==> config.mk <==
export PLATFORM = sky130hd
export DESIGN_NAME = alu_issue_queue
export DESIGN_NICKNAME = d
export VERILOG_FILES = /design/src/rtl/alu_issue_queue.sv
export SDC_FILE = /design/constraint.sdc
export NUM_CORES = 1
export LEC_CHECK = 0
export CORE_MARGIN = 2
export CORE_UTILIZATION = 40
export CTS_CLUSTER_DIAMETER = 150
export DETAILED_ROUTE_END_ITERATION = 10
export GPL_TIMING_DRIVEN = 0
export PLACE_DENSITY = 0.74
export SLEW_MARGIN = 20
export SYNTH_ARGS = -nofsm -noshare
export SYNTH_HDL_FRONTEND = slang
export SYNTH_SLANG_ARGS = --single-unit
==> constraint.sdc <==
create_clock -name clk -period 3.1 [get_ports clk]
set_clock_uncertainty 0.05 [all_clocks]
set_input_delay 0.93 -clock clk [delete_from_list [all_inputs] [get_ports clk]]
set_output_delay 0.93 -clock clk [all_outputs]
set_load 0.02 [all_outputs]
==> src/rtl/alu_issue_queue.sv <==
`default_nettype none
// ============================================================================
// Module   : alu_issue_queue
// Purpose  : Flow-controlled front end for the combinational alu_4bit.
//            Requests {a, b, sel} are buffered in a DEPTH-entry FIFO. The
//            FIFO head drives the external ALU. The ALU result, carry, a
//            derived zero flag and the opcode are captured into a registered
//            output stage with its own valid/ready handshake.
// Ports    : clk, rst                   - clock, synchronous active-high reset
//            in_valid/in_ready          - request handshake (in_ready = !full)
//            in_a, in_b, in_sel         - request operands and opcode
//            alu_a, alu_b, alu_sel      - FIFO head to the ALU (0 when empty)
//            alu_result, alu_carry      - combinational ALU response
//            out_valid/out_ready        - result handshake
//            out_result, out_carry,
//            out_zero, out_sel          - registered result fields
//            occupancy                  - current FIFO entry count
// Revision : 1.0 - initial release
// ============================================================================
module alu_issue_queue #(
   parameter int DEPTH = 4,
   parameter int PTR_W = 2,
   parameter int CNT_W = 3
) (
   input  logic             clk,
   input  logic             rst,
   input  logic             in_valid,
   output logic             in_ready,
   input  logic [3:0]       in_a,
   input  logic [3:0]       in_b,
   input  logic [1:0]       in_sel,
   output logic [3:0]       alu_a,
   output logic [3:0]       alu_b,
   output logic [1:0]       alu_sel,
   input  logic [3:0]       alu_result,
   input  logic             alu_carry,
   output logic             out_valid,
   input  logic             out_ready,
   output logic [3:0]       out_result,
   output logic             out_carry,
   output logic             out_zero,
   output logic [1:0]       out_sel,
   output logic [CNT_W-1:0] occupancy
);

   localparam logic [CNT_W-1:0] c_full = CNT_W'(DEPTH);

   // Entry layout: {a[3:0], b[3:0], sel[1:0]}
   logic [9:0]       r_mem [DEPTH];
   logic [PTR_W-1:0] r_wr_ptr;
   logic [PTR_W-1:0] r_rd_ptr;
   logic [CNT_W-1:0] r_count;

   logic             r_out_valid;
   logic [3:0]       r_out_result;
   logic             r_out_carry;
   logic             r_out_zero;
   logic [1:0]       r_out_sel;

   logic             w_full;
   logic             w_empty;
   logic             w_push;
   logic             w_pop;
   logic [9:0]       w_head;

   assign w_full   = (r_count == c_full);
   assign w_empty  = (r_count == '0);
   // No pass-through when full: a pop in the same cycle does not free a slot
   // for the push.
   assign in_ready = !w_full;
   assign w_push   = in_valid && in_ready;
   // Issue whenever the output stage is empty or is being drained this cycle.
   assign w_pop    = !w_empty && (!r_out_valid || out_ready);
   assign w_head   = r_mem[r_rd_ptr];

   assign alu_a    = w_empty ? 4'd0 : w_head[9:6];
   assign alu_b    = w_empty ? 4'd0 : w_head[5:2];
   assign alu_sel  = w_empty ? 2'd0 : w_head[1:0];

   // Storage needs no reset: entries are only visible through the pointers.
   always_ff @(posedge clk) begin
      if (w_push) begin
         r_mem[r_wr_ptr] <= {in_a, in_b, in_sel};
      end
   end

   // Pointers wrap naturally because DEPTH is 2**PTR_W.
   always_ff @(posedge clk) begin
      if (rst) begin
         r_wr_ptr <= '0;
         r_rd_ptr <= '0;
         r_count  <= '0;
      end else begin
         if (w_push) begin
            r_wr_ptr <= r_wr_ptr + PTR_W'(1);
         end
         if (w_pop) begin
            r_rd_ptr <= r_rd_ptr + PTR_W'(1);
         end
         case ({w_push, w_pop})
            2'b10:   r_count <= r_count + CNT_W'(1);
            2'b01:   r_count <= r_count - CNT_W'(1);
            default: r_count <= r_count;
         endcase
      end
   end

   // Output stage: capture on issue; on a drain without a new issue only the
   // valid flag drops and the data fields keep their last value.
   always_ff @(posedge clk) begin
      if (rst) begin
         r_out_valid  <= 1'b0;
         r_out_result <= 4'd0;
         r_out_carry  <= 1'b0;
         r_out_zero   <= 1'b0;
         r_out_sel    <= 2'd0;
      end else if (w_pop) begin
         r_out_valid  <= 1'b1;
         r_out_result <= alu_result;
         r_out_carry  <= alu_carry;
         r_out_zero   <= (alu_result == 4'd0);
         r_out_sel    <= w_head[1:0];
      end else if (out_ready && r_out_valid) begin
         r_out_valid  <= 1'b0;
      end
   end

   assign out_valid  = r_out_valid;
   assign out_result = r_out_result;
   assign out_carry  = r_out_carry;
   assign out_zero   = r_out_zero;
   assign out_sel    = r_out_sel;
   assign occupancy  = r_count;

endmodule
`default_nettype wire
==> impl_metrics.ini, run 1 <==
[timing]
setup_viol = 0
grt_setup_unrepaired = no
worst_slew_pin_slew_ns = 0.531
hold_viol_final = 0
period_needed_ns = 3.03
drv_slew = 0
holdWs_ns = 0.427
relSlewSlack = 0.646
fmax_mhz = 330
fin_crit_sh = 0.978

[layout]
multi_input_area_um2 = 704
area_delta_synth_final_pct = 28.1
antenna_cells = 0
n_fill_cell = 455
regArea_mm2 = 0.00156
design_area_mm2 = 0.00300
final_util = 0.538
nets = 233
drive_gt1_frac = 0.131

[clocking]
clkLatencyLatePin_ns = 0.32
root_buffer = clkbuf_8
cts_tree = yes
hold_buffers = 0
clkSinkCount = 58
cts_setup_buffers = 0
cts_buffers = 9
htree_levels = 3
cts_buffer_depth = 2
cts.clk_slew.worst_paths_ns = 0.06

[global_routing]
antenna_found_initial = 0
grt_usage = 0.145
gr-usage-met3 = 0.0292
grt_pass1_wl_mm = 6.76
grt_start_max_net_pins = 20
first_global_vias = 1429
grt.met2_usage = 0.240
overflow = 0
busiest_layer = met2
grtUsageMet1 = 0.174

[setup_path]
worstSetupStartpointType = flop
cp.arrival_ns = 2.05
reg2reg_to = occupancy[2]
path_buf_inv = 2
crit_cells = 4
slowest_stage = clkdlybuf4s50_1
ff2ff_path_depth = 9
crit_fanout = 10
required_ns = 2.12
regToRegSetupSlack_ns = 0.62
r2r_start = occupancy[2]
path_cells = buf_6, mux4_2, and2_1, clkdlybuf4s50_1
cp_top_family = buffers and inverters
max_stage_delay_ns = 0.53
path_class = reg -> out
critPathCaptureType = output port

[die]
initial_core_util = 0.420
coreArea_mm2 = 0.00557
top_level_ports = 42
die_y_um = 80.5
die_w_um = 80.5
rows = 27
die-area_mm2 = 0.00648

[routing]
detail-route-antenna-nets = 0
drcViolationCount = 0
drt-pass1-iter-count = 4
vias = 1425
via_per_inst = 5.00
wl_mm = 4.18
dr.first_iter.drc_count = 75
wl_per_cell_um = 14.7

[yosys]
ys_types = 30
avgSynthCellArea_um2 = 14.6
synth_area_leaders = edfxtp_1 51%, dfxtp_1 15%, mux4_2 9.6%, a21oi_1 3.2%, and2_1 2.7%
yosysTopAreaCellShare = 0.513
netlist_area_mm2 = 0.00234
yosysWarnings = 0
syn_nets = 185
ys_ff_latch = 58
ys_seq_area_frac = 0.667
synthesis.instances = 160
synth_top_cell_by_area = edfxtp_1

[outcome]
status = finished, final reports clean

[run]
maxCapViolations = 0

[power]
powerDensity_mw_per_mm2 = 919
p_total_uw = 2760
irDropWorstVdd_mv = 0.355
p_leak_uw = 0.00106

[worst_hold_path]
hp-class = reg -> reg
min_path_cells = 2
hold_end = out_carry
worstHoldStart = out_carry

[placed_design]
io_buffers = 39
gp_congestion = 0.738
place_area_mm2 = 0.00282
hpwlAfterDp_mm = 2.85
==> sequential cells by signal, indices dropped and copies added, names as in the netlist, named ones only <==
signal,cells
out_sel,2
r_wr_ptr,2
out_result,4
r_mem,40
out_zero,1
out_valid,1
out_carry,1
occupancy,3
r_rd_ptr,2
==> power breakdown <==
group | leakage, uW | internal (uW) | switching [uW]
sequential | 0.000515 | 960 | 62.4
clock | 0.0000894 | 365 | 261
combinational | 0.000459 | 524 | 585
==> synth_stat cells <==
master / number
edfxtp_1: 40
dfxtp_1: 18
a21oi_1: 15
and2_1: 10
mux4_2: 10
nand3_1: 10
o21ai_0: 10
clkbuf_1: 6
inv_1: 6
ha_1: 5
nor2_1: 5
and3_1: 4
a21o_1: 2
or3_1: 2
xor2_1: 2
a311oi_2: 1
a31o_1: 1
buf_1: 1
buf_2: 1
buf_4: 1
buf_6: 1
clkbuf_2: 1
fa_1: 1
nand2_1: 1
nand2b_1: 1
nor2b_1: 1
nor3_1: 1
nor4_1: 1
or3_2: 1
or3b_1: 1
==> area by class of cell <==
type,instances,share of cell area
Sequential cell,58,0.521
Timing Repair Buffer,39,0.131
Clock inverter,4,0.0142
Multi-Input combinational cell,85,0.235
Buffer,9,0.0171
Inverter,6,0.00751
Tap cell,72,0.0300
Clock buffer,12,0.0451
==> through the flow <==
stage                     TNS (ns)  instances  worst slack (ns)
after CTS                        0        286            0.0343
after global placement      -0.203        271            -0.203
final                            0        285            0.0690
after detailed placement    -0.245        271            -0.245
after global routing             0        285            0.0133
after floorplan                  0        160             0.449
==> cells in the final DEF, fill, tap and decap left out, types with 3 or more instances in the layout <==
cell,netlist,layout
o21ai_0,10,10
ha_1,5,5
nor2_1,5,5
clkdlybuf4s50_1,0,34
clkbuf_1,6,7
inv_1,6,6
a21oi_1,15,15
dfxtp_1,18,18
and3_1,4,4
clkbuf_8,0,9
dlygate4sd2_1,0,3
edfxtp_1,40,40
mux4_2,10,10
and2_1,10,10
nand3_1,10,10
==> routing by layer <==
metal  routed length [um]  share of wire  vias up
li1                     -              -      696
met1                 1850           0.44      682
met2                 2070           0.50       37
met3                  156          0.037       10
met4                  102          0.024        0
met5                    0              0        -
==> timing repair <==
item	4_1_cts	5_1_grt
gates cloned	0	0
resized for setup	4	3
setup endpoints to repair	10	3
==> worst min-delay path, stage by stage (launching register included) <==
cell and delay, ns:
dfxtp_1 0.30, o21ai_0 0.06, a21oi_1 0.06
==> how the worst max path moves through the flow <==
stage                               to  slack [ns]
after global placement    occupancy[2]       -0.20
after detailed placement  occupancy[2]       -0.25
final                         alu_b[0]        0.07
after floorplan           occupancy[2]        0.45
after global routing          alu_b[0]        0.01
after CTS                   alu_sel[0]        0.03
==> kinds of logic after synthesis <==
family | count (synthesis) | synth area share
DFF | 58 | 0.667
and+or+nand+nor | 38 | 0.0909
AOI/OAI and AO/OA | 29 | 0.0700
buffers and inverters | 17 | 0.0331
muxes | 10 | 0.0962
adders and majority gates | 6 | 0.0353
xor gates and xnor gates | 2 | 0.00748
(Power assumes the default switching activity.)
==> run 2, diff against run 1 <==
--- a/config.mk
+++ b/config.mk
@@ -11,6 +11,7 @@
 export DETAILED_ROUTE_END_ITERATION = 10
 export GPL_TIMING_DRIVEN = 0
 export PLACE_DENSITY = 0.74
+export RECOVER_POWER = 25
 export SLEW_MARGIN = 20
 export SYNTH_ARGS = -nofsm -noshare
 export SYNTH_HDL_FRONTEND = slang
==> run 2 against run 1 <==
Compared with the run above: routed wire length about the same; core utilization unchanged; sequential share of layout area unchanged; global-route usage unchanged; clock-buffer cell count unchanged; worst hold slack unchanged; cell count unchanged; die area unchanged; register-to-register slack about the same; non-clock buffer count unchanged; critical endpoint unchanged; largest cell class unchanged; largest power group unchanged; highest routed layer unchanged.
==> impl_metrics.ini, run 2 (synthesized netlist as in run 1, its figures left out) <==
[clocking]
clkLatencyLatePin_ns = 0.32
cts.clk_slew.worst_paths_ns = 0.06
root_buffer = clkbuf_8
cts_buffers = 9
cts_buffer_depth = 2
cts_tree = yes
cts_setup_buffers = 0
clkSinkCount = 58
hold_buffers = 0
htree_levels = 3

[setup_path]
cp_top_family = buffers and inverters
max_stage_delay_ns = 0.53
worstSetupStartpointType = flop
slowest_stage = clkdlybuf4s50_1
crit_fanout = 10
cp.arrival_ns = 2.05
path_class = reg -> out
required_ns = 2.12
path_buf_inv = 2
path_cells = buf_6, mux4_2, and2_1, clkdlybuf4s50_1
critPathCaptureType = output port

[timing]
fmax_mhz = 330
relSlewSlack = 0.646
setup_viol = 0
hold_viol_final = 0
fin_crit_sh = 0.978
finalSetupTns_ns = 0
worst_slew_pin_slew_ns = 0.531
fin_ws_ns = 0.0690
drv_slew = 0
grt_setup_unrepaired = no
period_needed_ns = 3.03

[placed_design]
gp_congestion = 0.738
place_area_mm2 = 0.00282
place_ws_ns = -0.245
hpwlAfterDp_mm = 2.85
io_buffers = 39

[layout]
layout_commonest_cell = edfxtp_1
antenna_cells = 0
nets = 233
final_cell_mix = 40 x edfxtp_1, 26 x clkdlybuf4s50_1, 18 x dfxtp_1, 15 x a21oi_1
top_register = r_mem
area_delta_synth_final_pct = 28.1
design_area_mm2 = 0.00300
largest_reg_flops = 40
drive_gt1_frac = 0.131

[routing]
via_per_inst = 5.00
dr.first_iter.drc_count = 75
detail-route-antenna-nets = 0
wl_mm = 4.17
drt-pass1-iter-count = 4
wl_per_cell_um = 14.6
drcViolationCount = 0
vias = 1425

[outcome]
status = finished, final reports clean

[global_routing]
busiest_layer = met2
grt.met2_usage = 0.240
first_global_vias = 1429
grtUsageMet1 = 0.174
grt_start_max_net_pins = 20
antenna_found_initial = 0
grt_usage = 0.145
grt_pass1_wl_mm = 6.76
gr-usage-met3 = 0.0292
overflow = 0

[die]
initial_core_util = 0.420
die_w_um = 80.5
die_y_um = 80.5
die-area_mm2 = 0.00648
coreArea_mm2 = 0.00557
rows = 27
top_level_ports = 42

[run]
maxCapViolations = 0

[power]
p_leak_uw = 0.00107
irDropWorstVdd_mv = 0.355
powerDensity_mw_per_mm2 = 919

[worst_hold_path]
hp-class = reg -> reg
[run 2: cell count changes in the layout (fill, tap and decap cells not counted)]
cell / change
clkdlybuf4s50_1: -8
dlygate4sd3_1: +8
[run 2: final timing paths]
path	depth (start not counted)	to	from	slack, ns
worst max-delay path	4	alu_b[0]	flop	0.07
worst min-delay path	2	out_carry	out_carry	0.43
worst max register to register	9	occupancy[2]	occupancy[2]	0.62
worst min register to register	2	out_carry	out_carry	0.43
[run 2: power breakdown]
part	switching [uW]	internal, uW
sequential	62.4	960
combinational	585	522
clock	261	365
[run 2: per-layer routing]
metal	share of wire	vias to the layer above	wire, um
li1	-	696	-
met1	0.44	682	1840
met2	0.50	37	2070
met3	0.037	10	156
met4	0.024	0	102
met5	0	-	0
[run 2: repair_timing]
item / 4_1_cts / 5_1_grt
setup endpoints to repair: 10 / 3
pin swaps: 0 / 0
gates resized for setup: 4 / 3
gates cloned: 0 / 0
[run 2: tightest hold or removal path: stages, from the launching register on]
cell and delay [ns]:
dfxtp_1 0.30, o21ai_0 0.06, a21oi_1 0.06
[run 2: cell type report]
type | instances | area, um^2
fill | 455 | 2570
sequential | 58 | 1560
multi-input combinational | 85 | 704
timing repair buffer | 39 | 392
clock buffer | 12 | 135
tap | 72 | 90.1
buffer | 9 | 51.3
clock inverter | 4 | 42.5
inverter | 6 | 22.5
[run 2: stage by stage]
step	util	std cells	total power [uW]	hold WS, ns
floorplan	-	160	1750	0.467
global placement	0.506	271	2160	0.413
detailed placement	0.506	271	2180	0.419
CTS	0.537	286	2790	0.427
global route	0.538	285	2930	0.468
finish	0.538	285	2750	0.427
